[src/rtl/cell_row_plotter.sv]
// rtl/cell_row_plotter.sv - rasterises one captured grid row into CELL_PX x CELL_PX pixel writes
// Optional feature: define CELL_BORDER_EN to draw BORDER_COLOUR on each cell's right/bottom edge.
module cell_row_plotter #(
  parameter int         GRID_W        = 40,
  parameter int         GRID_H        = 30,
  parameter int         CELL_PX       = 4,
  parameter int         X_W           = 8,
  parameter int         Y_W           = 7,
  parameter logic [2:0] ALIVE_COLOUR  = 3'b000,
  parameter logic [2:0] DEAD_COLOUR   = 3'b111,
  parameter logic [2:0] BORDER_COLOUR = 3'b100
) (
  input  logic                      clk,
  input  logic                      reset,
  input  logic                      start,
  input  logic [$clog2(GRID_H)-1:0] row_idx,
  input  logic [GRID_W-1:0]         row_data,
  input  logic                      plot_ready,
  output logic                      plot,
  output logic [X_W-1:0]            x_out,
  output logic [Y_W-1:0]            y_out,
  output logic [2:0]                c_out,
  output logic                      busy,
  output logic                      done
);

  localparam int CW = (GRID_W > 1) ? $clog2(GRID_W) : 1;
  localparam int PW = (CELL_PX > 1) ? $clog2(CELL_PX) : 1;
  localparam int RW = $clog2(GRID_H);
`ifdef CELL_BORDER_EN
  localparam bit BORDER_EN = 1'b1;
`else
  localparam bit BORDER_EN = 1'b0;
`endif

  typedef enum logic [1:0] {IDLE, DRAW, DONE} state_t;

  state_t            state_q, state_d;
  logic [CW-1:0]     col_q, col_d;
  logic [PW-1:0]     px_q, px_d;
  logic [PW-1:0]     py_q, py_d;
  logic [GRID_W-1:0] row_q, row_d;
  logic [RW-1:0]     ridx_q, ridx_d;
  logic              shown_q, shown_d;

  logic              px_last, py_last, col_last;
  logic [CW-1:0]     cell_sel;
  logic              is_border;

  assign px_last  = (px_q == PW'(CELL_PX - 1));
  assign py_last  = (py_q == PW'(CELL_PX - 1));
  assign col_last = (col_q == CW'(GRID_W - 1));

  always_ff @(posedge clk or posedge reset) begin
    if (reset) begin
      state_q <= IDLE;
      col_q   <= '0;
      px_q    <= '0;
      py_q    <= '0;
      row_q   <= '0;
      ridx_q  <= '0;
      shown_q <= 1'b0;
    end else begin
      state_q <= state_d;
      col_q   <= col_d;
      px_q    <= px_d;
      py_q    <= py_d;
      row_q   <= row_d;
      ridx_q  <= ridx_d;
      shown_q <= shown_d;
    end
  end

  // Counters freeze on the final pixel so the outputs keep showing it after the row.
  always_comb begin
    state_d = state_q;
    col_d   = col_q;
    px_d    = px_q;
    py_d    = py_q;
    row_d   = row_q;
    ridx_d  = ridx_q;
    shown_d = shown_q;
    case (state_q)
      IDLE: begin
        if (start) begin
          row_d   = row_data;
          ridx_d  = row_idx;
          col_d   = '0;
          px_d    = '0;
          py_d    = '0;
          shown_d = 1'b1;
          state_d = DRAW;
        end
      end
      DRAW: begin
        if (plot_ready) begin
          if (col_last && px_last && py_last) begin
            state_d = DONE;
          end else if (px_last) begin
            px_d = '0;
            if (py_last) begin
              py_d  = '0;
              col_d = col_q + CW'(1);
            end else begin
              py_d = py_q + PW'(1);
            end
          end else begin
            px_d = px_q + PW'(1);
          end
        end
      end
      DONE:    state_d = IDLE;
      default: state_d = IDLE;
    endcase
  end

  assign plot = (state_q == DRAW);
  assign busy = (state_q != IDLE);
  assign done = (state_q == DONE);

  assign x_out = X_W'(32'(col_q) * 32'(CELL_PX) + 32'(px_q));
  assign y_out = Y_W'(32'(ridx_q) * 32'(CELL_PX) + 32'(py_q));

  // Column 0 lives in the MSB of the captured row.
  assign cell_sel  = CW'(GRID_W - 1) - col_q;
  assign is_border = px_last || py_last;

  always_comb begin
    if (!shown_q)
      c_out = 3'b000;
    else if (BORDER_EN && is_border)
      c_out = BORDER_COLOUR;
    else if (row_q[cell_sel])
      c_out = ALIVE_COLOUR;
    else
      c_out = DEAD_COLOUR;
  end

endmodule

[config.mk]
export PLATFORM = sky130hd
export DESIGN_NAME = cell_row_plotter
export DESIGN_NICKNAME = d
export VERILOG_FILES = /design/src/rtl/cell_row_plotter.sv
export SDC_FILE = /design/constraint.sdc
export NUM_CORES = 1
export LEC_CHECK = 0
export BUFFER_PORTS_ARGS = -buffer_cell sky130_fd_sc_hd__buf_4
export CAP_MARGIN = 5
export CORE_MARGIN = 10
export CORE_UTILIZATION = 53
export CTS_CLUSTER_SIZE = 40
export DETAILED_ROUTE_END_ITERATION = 6
export PLACE_DENSITY = 0.78
export RECOVER_POWER = 100
export SETUP_SLACK_MARGIN = 0.5
export SYNTH_ARGS = -nofsm -noshare
export SYNTH_HDL_FRONTEND = slang
export SYNTH_SLANG_ARGS = --single-unit
[constraint.sdc]
create_clock -name clk -period 2.2 [get_ports clk]
set_input_delay 0.33 -clock clk [delete_from_list [all_inputs] [get_ports clk]]
set_output_delay 0.33 -clock clk [all_outputs]
set_load 0.005 [all_outputs]
==> run metrics <==
outcome=complete, but fails checks; failing checks=setup timing; Tmin final=2.42 ns; Worst EP arrival=2.09 ns; Root Buffer=clkbuf_8; Final setup violation count=3; measured slew at the worst slew-check pin=around 1 ns; Sequential Area=0.00146 mm²; CP required=approximately 1.9 ns; Pre-antenna DRT Iters=4; clock buffer depth=2; Core Region=0.00507 mm²; drt total wl=roughly 7000 µm; Iter 0 DRT Violations=about 160; die area=between 0.008 and 0.009 mm²; critical path peak fanout=8; post-synthesis sequential area ratio=52.7%; port bufs=69; Netlist cell types=38; net count after synthesis=between 200 and 300; Post-synth ARST share=100%; unrepaired setup endpoints after global routing=true; post-DR vias/cell=5.43; clock sink total=58; via count=just over 2000; Slew Viols, Final=0; PwrDens=845 mW/mm²; Rows=26; Slew HR=33.2%; max_cap viols=0; Starting Density=a little over half; CTS tree=yes; Crit. End Element=primary output; worst-skew pair later-pin latency=0.34 ns; Synth top area share=52.7%; largest net degree at the start of global routing=between 50 and 60; CP startpoint kind=register; Congestion Overflow GR=0; number of fill cells=about 370; FF-to-FF Start=col_q[2]; Yosys warnings=0; most common cell after layout, fill and taps aside=buf_4; Post-synth EDFFs=0; Synth Register Bits=58; critical path type=reg -> out; TritonCTS buffer count=9; WHS=about 0.16 ns; multi-input logic area=between 0.001 and 0.0015 mm²; area growth from synthesis to layout=37.2%; cell leakage power=0.00171 µW; vias in the first global route=2203; most frequent cells in the layout=76 x buf_4, 55 x dfrtp_1, 43 x mux2_2, 11 x clkbuf_4, 10 x clkbuf_8; Worst R2R End=px_q[0]; Hold Crit Class=in -> async; start point of the critical path=col_q[0]; routability cong.=~0.84; DR WL/cell=approximately 19 µm; fmax=between 0.4 and 0.5 GHz; Ant. Diodes=0; drt drc=0; DP HPWL=about 4700 µm; share of cells above drive strength 1=58.8%; Die Y=92.1 µm; CTS clk-pin slew, worst paths=0.07 ns; Post-Synthesis Cell Area=between 0.002 and 0.003 mm²; fin crit share=110%; Final nets=~350; top post-synthesis cells by area=dfrtp_1 53%, mux2_2 18%, mux4_2 4.9%; DP Worst Slack=0.0752 ns; initial antenna violation count=0; Hold Fails Final Rpt=0; chip width=about 92 µm; # IOs=70; Synth area leader=dfrtp_1; R2R depth=5; # H-tree levels=3; first-pass GRT wire length=~11000 µm; Peak VDD IR=between 0.5 and 0.6 mV; ys flop type=dfrtp_1; crit path capture=c_out[2]; Setup Skew=around 0.0074 ns; Global Route Usage Sum=between 10% and 20%; Mapped Avg Cell Area=around 14 µm²; flop-to-flop setup slack=approximately 0.53 ns; Final ANT Viol Nets=0; Synth Instances=about 200; final worst slack=-0.217 ns
where the power goes:
part / switching [µW] / internal, µW / leakage [µW]
Clock: 402 / 544 / 0.0000962
Sequential: 163 / 1320 / 0.000692
Combinational: 269 / 492 / 0.000923
worst min-delay path by stage:
stage                      start         to  slack, ns  depth (start not counted)
floorplan                  reset   col_q[0]       0.42                          1
global placement           reset  row_q[26]       0.40                          2
detailed placement         reset  row_q[26]       0.40                          2
CTS                        reset  row_q[31]       0.03                          2
global route        row_data[11]  row_q[11]       0.20                          2
finish                     reset    px_q[0]       0.16                          2
critical path, cell delays in order, from the launching register on:
cell     delay, ns
dfrtp_2       0.43
buf_12        0.15
mux4_2        0.49
o21ai_1       0.13
nand4_1       0.17
a31oi_4       0.25
buf_4         0.14
routing by layer:
| layer | track usage, % | share of wire, % | vias to the layer above |
|---|---|---|---|
| met5 | 0 | 0 | - |
| met1 | 18.8 | 42 | 1015 |
| met3 | 5.30 | 6.3 | 8 |
| met2 | 25.1 | 51 | 68 |
| li1 | - | - | 923 |
| met4 | 8.23 | 1.4 | 0 |
state kept, by name (all words and copies together) (netlist names):
signal / flops
shown_q: 1
col_q: 6
ridx_q: 5
py_q: 2
row_q: 40
px_q: 2
state_q: 2
repair_timing:
| item | 4_1_cts | 5_1_grt |
|---|---|---|
| pin swaps | 3 | 6 |
| cloned | 0 | 1 |
| hold buffers | 0 | 0 |
| setup endpoints to repair | 7 | 24 |
| gates resized for setup | 4 | 9 |
| buffers inserted | 12 | 7 |
cell type report:
type | instances | share of cell area (%)
clock buffer | 12 | 3.84
multi-input combinational | 124 | 33.4
timing repair buffer | 94 | 19.9
clock inverter | 3 | 1.06
inverter | 10 | 1.03
sequential | 58 | 38.5
tap | 70 | 2.32
synthesized netlist by cell type (all sizes together) (2+ instances only):
cell and number:
dfrtp 58, and3 2, nand4 3, o2111ai 2, nand2 6, inv 10, buf 10, a31oi 2
a22o 2, mux2i 7, mux2 48, o21ai 7, xor2 2, ha 5, xnor2 3, or2 2
mux4 7, nand3 3, nor2 10
metrics by stage:
stage | total power (µW) | area, µm² | util (%) | std cells | TNS, ns
2_1_floorplan | 1890 | 2770 | - | 202 | 0
3_3_place_gp | 2170 | 3400 | 67.1 | 336 | 0
3_5_place_dp | 2210 | 3400 | 67.1 | 336 | 0
4_1_cts | 3160 | 3690 | 72.7 | 363 | -0.673
5_1_grt | 3360 | 3780 | 74.5 | 371 | -0.907
6_report | 3190 | 3780 | 74.5 | 371 | -0.649
logic make-up (layout without fill, tap and decap cells):
logic type	count (synthesis)	after routing	synth area share [%]
compound gates	21	21	5.36
fa+ha+maj	5	5	2.27
mux	62	62	28.0
simple gates	31	31	6.27
xor+xnor	5	5	1.59
flops	58	58	52.7
buf+inv	20	119	3.81
No activity file was read; power rests on OpenSTA's default activity.
